$ cat src/rtl/nios2_system_nios2_oci_dct_pkg.sv
// Shared types and defaults for the OCI data-trace (DCT) collector.
package nios2_system_nios2_oci_dct_pkg;

  typedef enum logic [1:0] {
    ST_RUN   = 2'd0,
    ST_FLUSH = 2'd1,
    ST_DRAIN = 2'd2,
    ST_DONE  = 2'd3
  } dct_state_e;

  localparam int DEF_FRAG_W = 2;
  localparam int DEF_FRAGS  = 15;
  localparam int DEF_DEPTH  = 4;

  // Width able to hold a fragment count of 0..frags inclusive.
  function automatic int cnt_width(input int frags);
    return $clog2(frags + 1);
  endfunction

endpackage

$ cat src/rtl/nios2_system_nios2_oci_dct_fifo.sv
// Show-ahead word FIFO for the DCT collector; head entry is visible while not empty.
module nios2_system_nios2_oci_dct_fifo #(
  parameter int  W     = 34,
  parameter int  DEPTH = 4,
  localparam int PTR_W = $clog2(DEPTH),
  localparam int LVL_W = PTR_W + 1
) (
  input  logic             clk,
  input  logic             reset_n,
  input  logic             push,
  input  logic [W-1:0]     push_data,
  input  logic             pop,
  output logic [W-1:0]     head_data,
  output logic             full,
  output logic             empty,
  output logic [LVL_W-1:0] level
);

  logic [W-1:0]     mem_q [DEPTH];
  logic [PTR_W-1:0] wr_q, rd_q;
  logic [LVL_W-1:0] lvl_q;
  logic             do_push, do_pop;

  assign full    = (lvl_q == LVL_W'(DEPTH));
  assign empty   = (lvl_q == '0);
  assign do_push = push && !full;
  assign do_pop  = pop && !empty;

  // Storage needs no reset: only entries between the pointers are ever observed.
  always_ff @(posedge clk) begin
    if (do_push) mem_q[wr_q] <= push_data;
  end

  always_ff @(posedge clk or negedge reset_n) begin
    if (!reset_n) begin
      wr_q  <= '0;
      rd_q  <= '0;
      lvl_q <= '0;
    end else begin
      if (do_push) wr_q <= wr_q + 1'b1;
      if (do_pop)  rd_q <= rd_q + 1'b1;
      case ({do_push, do_pop})
        2'b10:   lvl_q <= lvl_q + 1'b1;
        2'b01:   lvl_q <= lvl_q - 1'b1;
        default: lvl_q <= lvl_q;
      endcase
    end
  end

  assign head_data = mem_q[rd_q];
  assign level     = lvl_q;

endmodule

$ cat src/rtl/nios2_system_nios2_oci_dct_collector.sv
// Packs trace fragments LSB-first into DCT words, queues them and flushes/drains on test end.
// Build option OCI_DCT_DROP_EN: drop word-completing fragments when the FIFO is full (adds drop_count).
module nios2_system_nios2_oci_dct_collector
  import nios2_system_nios2_oci_dct_pkg::*;
#(
  parameter int  FRAG_W = DEF_FRAG_W,
  parameter int  FRAGS  = DEF_FRAGS,
  parameter int  DEPTH  = DEF_DEPTH,
  localparam int BUF_W  = FRAG_W * FRAGS,
  localparam int CNT_W  = cnt_width(FRAGS),
  localparam int LVL_W  = $clog2(DEPTH) + 1
) (
  input  logic              clk,
  input  logic              reset_n,
  input  logic              frag_valid,
  input  logic [FRAG_W-1:0] frag_data,
  output logic              frag_ready,
  input  logic              test_ending,
  output logic              out_valid,
  output logic [BUF_W-1:0]  out_data,
  output logic [CNT_W-1:0]  out_count,
  input  logic              out_ready,
  output logic [BUF_W-1:0]  dct_buffer,
  output logic [CNT_W-1:0]  dct_count,
  output logic [LVL_W-1:0]  fifo_level,
`ifdef OCI_DCT_DROP_EN
  output logic [15:0]       drop_count,
`endif
  output logic              test_has_ended
);

  dct_state_e       state_q, state_d;
  logic [BUF_W-1:0] buf_q, buf_d, packed_w, push_word;
  logic [CNT_W-1:0] cnt_q, cnt_d, push_cnt;
  logic             push, pop, fifo_full, fifo_empty;
  logic             last_frag, accept;

  assign last_frag = (cnt_q == CNT_W'(FRAGS - 1));

`ifdef OCI_DCT_DROP_EN
  assign frag_ready = (state_q == ST_RUN);
`else
  assign frag_ready = (state_q == ST_RUN) && !(last_frag && fifo_full);
`endif

  assign accept = frag_valid && frag_ready;
  assign pop    = out_valid && out_ready;

  // Current buffer with the incoming fragment dropped into slot cnt_q.
  always_comb begin
    packed_w = buf_q;
    for (int k = 0; k < FRAGS; k++) begin
      if (cnt_q == CNT_W'(k)) packed_w[k*FRAG_W +: FRAG_W] = frag_data;
    end
  end

  always_comb begin
    state_d   = state_q;
    buf_d     = buf_q;
    cnt_d     = cnt_q;
    push      = 1'b0;
    push_word = buf_q;
    push_cnt  = cnt_q;
    case (state_q)
      ST_RUN: begin
        if (accept) begin
          if (!last_frag) begin
            buf_d = packed_w;
            cnt_d = cnt_q + 1'b1;
          end else if (!fifo_full) begin
            push      = 1'b1;
            push_word = packed_w;
            push_cnt  = CNT_W'(FRAGS);
            buf_d     = '0;
            cnt_d     = '0;
          end
        end
        if (test_ending) state_d = ST_FLUSH;
      end
      ST_FLUSH: begin
        if (cnt_q == '0) begin
          state_d = ST_DRAIN;
        end else if (!fifo_full) begin
          push    = 1'b1;
          buf_d   = '0;
          cnt_d   = '0;
          state_d = ST_DRAIN;
        end
      end
      ST_DRAIN: begin
        if (fifo_empty) state_d = ST_DONE;
      end
      default: state_d = ST_DONE;
    endcase
  end

  always_ff @(posedge clk or negedge reset_n) begin
    if (!reset_n) begin
      state_q <= ST_RUN;
      buf_q   <= '0;
      cnt_q   <= '0;
    end else begin
      state_q <= state_d;
      buf_q   <= buf_d;
      cnt_q   <= cnt_d;
    end
  end

`ifdef OCI_DCT_DROP_EN
  logic        drop;
  logic [15:0] drop_q;

  assign drop = accept && last_frag && fifo_full;

  always_ff @(posedge clk or negedge reset_n) begin
    if (!reset_n) begin
      drop_q <= '0;
    end else if (drop && (drop_q != 16'hFFFF)) begin
      drop_q <= drop_q + 16'd1;
    end
  end

  assign drop_count = drop_q;
`endif

  nios2_system_nios2_oci_dct_fifo #(
    .W     (BUF_W + CNT_W),
    .DEPTH (DEPTH)
  ) u_fifo (
    .clk       (clk),
    .reset_n   (reset_n),
    .push      (push),
    .push_data ({push_cnt, push_word}),
    .pop       (pop),
    .head_data ({out_count, out_data}),
    .full      (fifo_full),
    .empty     (fifo_empty),
    .level     (fifo_level)
  );

  assign out_valid      = !fifo_empty;
  assign dct_buffer     = buf_q;
  assign dct_count      = cnt_q;
  assign test_has_ended = (state_q == ST_DONE);

endmodule

$ cat config.mk
export PLATFORM = sky130hd
export DESIGN_NAME = nios2_system_nios2_oci_dct_collector
export DESIGN_NICKNAME = d
export VERILOG_FILES = /design/src/rtl/nios2_system_nios2_oci_dct_pkg.sv /design/src/rtl/nios2_system_nios2_oci_dct_fifo.sv /design/src/rtl/nios2_system_nios2_oci_dct_collector.sv
export SDC_FILE = /design/constraint.sdc
export NUM_CORES = 1
export LEC_CHECK = 0
export BUFFER_PORTS_ARGS = -buffer_cell sky130_fd_sc_hd__buf_2
export CORE_MARGIN = 1
export CORE_UTILIZATION = 50
export CTS_BUF_LIST = sky130_fd_sc_hd__clkbuf_4
export DETAILED_ROUTE_END_ITERATION = 10
export PLACE_DENSITY = 0.77
export REMOVE_ABC_BUFFERS = 1
export SETUP_SLACK_MARGIN = 0.5
export SLEW_MARGIN = 40
export SYNTH_ARGS = -nofsm -noshare
export SYNTH_HDL_FRONTEND = slang
export SYNTH_SLANG_ARGS = --single-unit
$ cat constraint.sdc
create_clock -name clk -period 2.6 [get_ports clk]
set_input_delay 0.26 -clock clk [delete_from_list [all_inputs] [get_ports clk]]
set_output_delay 0.26 -clock clk [all_outputs]
set_load 0.02 [all_outputs]
==> results.yml <==
timing:
  rsz0062_at_grt: "true"
  tightest_slew_ns: 0.869
  fin_skew_ns: 0.0229
  setup_viol: 0
  final.min_clock_period_ns: 2.23
  drv_slew: 0
  achievable-frequency_mhz: 448
  hold_slack_ns: 0.123
  max-slew-margin-rel: 0.419
  min_period_over_period: 0.858
  hold_violations: 0
route:
  route.detailed.vias_per_inst: 5.66
  dr_wl_met3_um: 1030
  detailroute.via_count: 4188
  detail-route-antenna-nets: 0
  post_detailed_route_wirelength_per_cell_um: 21.6
  detailroute.wirelength.met2_um: 8210
  wirelength_met1_um: 6510
  route.top_layer_used: "met4"
  drtIter0Drc: 457
  drt-pass1-iter-count: 5
  drcViolationCount: 0
  totalWireLength_um: 16000
min_path:
  min-delay-start: "frag_data[1]"
  worstHoldPathCells: 3
  min_path_type: "input port to flip-flop"
  hold_path_end: "dct_buffer[7]"
layout:
  ff_latch_area_um2: 5160
  num_antenna_cells: 0
  num-nets-final: 564
  multi_input_area_um2: 1930
  drive_gt1_frac: 0.414
  layout_common_cells: "sky130_fd_sc_hd__edfxtp_1, sky130_fd_sc_hd__buf_2, sky130_fd_sc_hd__nand2_1"
  area_delta_synth_final_pct: 23.3
  fin_util: 0.639
  fill_cells: 953
  final_common_cell: "sky130_fd_sc_hd__edfxtp_1"
cts:
  cts-htree-levels: 4
  clock-sinks: 179
  worstSkewPairLatency_ns: 0.57
  clk_root_buffer_cell: "sky130_fd_sc_hd__clkbuf_4"
  clock_path_buffers: 2
  number_of_buffers_inserted_during_clock_tree_synthesis: 17
  tritoncts: "done"
  clk_pin_slew_worst_paths_ns: 0.13
power:
  clockPowerShare: 0.205
  power_density_over_cell_area_nw_per_um2: 747
  total_switching_power_mw: 1.93
  power.share.combinational: 0.326
  p_int_mw: 4.77
  max-vdd-ir-drop_mv: 0.435
  sequentialPowerShare: 0.469
  switching_share: 0.288
  leakage_nw: 3.49
worst_setup_path:
  r2r_cells: 11
  cp_slowest_stage_delay_ns: 0.56
  required_ns: 2.34
  critical_path_buf_inv_count: 3
  critical_path.top_delay_family: "multiplexers"
  crit_fanout: 6
  path_cells: "buf_12 > buf_8 > mux4_2 > buf_6"
  crit_arrival_ns: 1.97
  ff_to_ff_start: "dct_count[1]"
  r2r_end: "u_fifo.level[2]"
  critical-path-slowest-cell: "sky130_fd_sc_hd__mux4_2"
  crit_path_start_kind: "flip-flop"
  regToRegSetupSlack_ns: 0.45
  setup.worst_path.class: "flip-flop to output port"
  worst-path-stages: 4
  critical_path.endpoint_type: "output port"
yosys:
  synth.yosys.seq_area_share: 0.709
  number_of_distinct_library_cells_after_synthesis: 40
  postSynthAreaPerCell_um2: 16.3
  synth_area_um2: 7270
  asyncSetResetFlopFracSynth: 0.240
  yosys_warnings: 0
  post_synth_main_area_contributors: "sky130_fd_sc_hd__edfxtp_1, sky130_fd_sc_hd__dfrtp_1, sky130_fd_sc_hd__mux4_2"
  post_synthesis_register_bit_count: 179
  top_area_cell_type_share_of_the_netlist_area: 0.561
  synth_enable_flop_cells: 136
  syn_inst: 447
  synth_top_area_cell: "sky130_fd_sc_hd__edfxtp_1"
  ys.flop_type: "sky130_fd_sc_hd__edfxtp_1"
die:
  placement_row_count: 43
  die_width_um: 123
  design.portCount: 81
  start_util: 0.518
  core_region_area_um2: 14000
  die_area_um2: 15000
  dieHeight_um: 123
placement:
  count_of_port_buffers_added_during_placement: 80
  place_congestion: 0.778
  detailed_place_hpwl_um: 9530
grt:
  globalRouteOverflowTotal: 0
  largest_net_degree_at_the_start_of_global_routing: 27
  grt_pass1_wl_um: 22900
  antenna_violations_before_repair: 0
  global_route.usage.total: 0.213
  first_global_vias: 4261
flow_run:
  max-cap-violations: 0
run_status:
  run_status: "complete, no violations"
==> cell type report <==
cell class              count  area share
clock inverters             9     0.00725
inverters                  12     0.00502
well taps                 180      0.0251
clock buffers              23      0.0193
multi-input cells         204       0.216
flip-flops and latches    179       0.576
repair buffers            133       0.152
==> state kept, by name (all words and copies together), names as in the netlist <==
name and flops:
u_fifo.mem_q 136, dct_buffer 30, dct_count 4, u_fifo.level 3, state_q 2, u_fifo.rd_q 2
u_fifo.wr_q 2
==> timing repair <==
item,4_1_cts,5_1_grt
setup buffers,7,9
setup endpoints to repair,193,192
pin swaps,7,8
resized for setup,29,92
cloned,2,10
hold buffers,2,0
hold endpoints to repair,25,0
==> metal layers <==
layer / global-route usage / vias up
li1: - / 1853
met1: 0.278 / 2136
met2: 0.347 / 179
met3: 0.0539 / 20
met4: 0.0739 / 0
met5: 0 / -
==> power by group through the flow <==
| stage | Sequential [mW] | Combinational [mW] | Clock [mW] |
|---|---|---|---|
| 2_1_floorplan | 3.40 | 0.880 | 0 |
| 3_3_place_gp | 3.22 | 1.54 | 0 |
| 3_5_place_dp | 3.23 | 1.57 | 0 |
| 4_1_cts | 3.15 | 1.65 | 1.40 |
| 5_1_grt | 3.15 | 2.31 | 1.51 |
| 6_report | 3.14 | 2.18 | 1.37 |
==> worst register-to-register path, delay by kind of cell (launching register included) <==
kind,cells,cell delay [ns]
adders and majority gates,3,0.68
DFF,1,0.42
xor gates and xnor gates,2,0.33
AOI/OAI and AO/OA,2,0.27
buffers and inverters,3,0.25
and+or+nand+nor,1,0.12
==> how the worst max path moves through the flow <==
stage | slack [ns] | to | from
2_1_floorplan | -3.09 | u_fifo.mem_q[0][0] | dct_count[0]
3_3_place_gp | 0.27 | u_fifo.mem_q[1][20] | dct_count[0]
3_5_place_dp | 0.19 | u_fifo.mem_q[1][22] | dct_count[0]
4_1_cts | 0.32 | out_data[6] | u_fifo.rd_q[0]
5_1_grt | 0.28 | out_count[0] | u_fifo.rd_q[0]
6_report | 0.37 | out_count[0] | u_fifo.rd_q[0]
==> cells by family (layout without fill, tap and decap cells) <==
family	Yosys count	after routing	synth area share
AO/OA/AOI/OAI	38	38	0.0298
XOR/XNOR	6	6	0.00723
adder cells (fa/ha/maj)	10	10	0.0182
buffers and inverters	64	177	0.0392
flip-flops	179	179	0.709
multiplexers	47	47	0.124
AND/OR/NAND/NOR	103	103	0.0719
==> per-stage QoR <==
step                      power, mW  cells  area [um^2]  setup TNS [ns]  worst slack (ns)
after floorplan                4.28    395         7030         -490.87             -3.09
after global placement         4.76    678         7900               0             0.268
after detailed placement       4.80    678         7900               0             0.194
after CTS                      6.19    721         8360               0             0.319
after global routing           6.96    740         8970               0             0.285
final                          6.70    740         8970               0             0.368
==> synthesized netlist by cell type (2+ instances only) <==
master	instances
sky130_fd_sc_hd__mux2_2	7
sky130_fd_sc_hd__mux2i_1	6
sky130_fd_sc_hd__a21boi_0	2
sky130_fd_sc_hd__mux4_2	34
sky130_fd_sc_hd__dfrtp_1	43
sky130_fd_sc_hd__buf_1	4
sky130_fd_sc_hd__edfxtp_1	136
sky130_fd_sc_hd__ha_1	9
sky130_fd_sc_hd__xor2_1	3
sky130_fd_sc_hd__o21ai_0	4
sky130_fd_sc_hd__nand3_1	25
sky130_fd_sc_hd__xnor2_1	3
sky130_fd_sc_hd__and4bb_2	3
sky130_fd_sc_hd__clkbuf_1	34
sky130_fd_sc_hd__buf_6	2
sky130_fd_sc_hd__nor2_1	11
sky130_fd_sc_hd__or2_2	3
sky130_fd_sc_hd__a31oi_1	2
sky130_fd_sc_hd__buf_4	6
sky130_fd_sc_hd__nor3b_1	2
sky130_fd_sc_hd__and2_1	5
sky130_fd_sc_hd__a21oi_1	24
sky130_fd_sc_hd__buf_2	6
sky130_fd_sc_hd__inv_1	12
sky130_fd_sc_hd__nor2b_1	4
sky130_fd_sc_hd__nand2_1	43
Note: power is estimated with default switching activity, not from simulation.
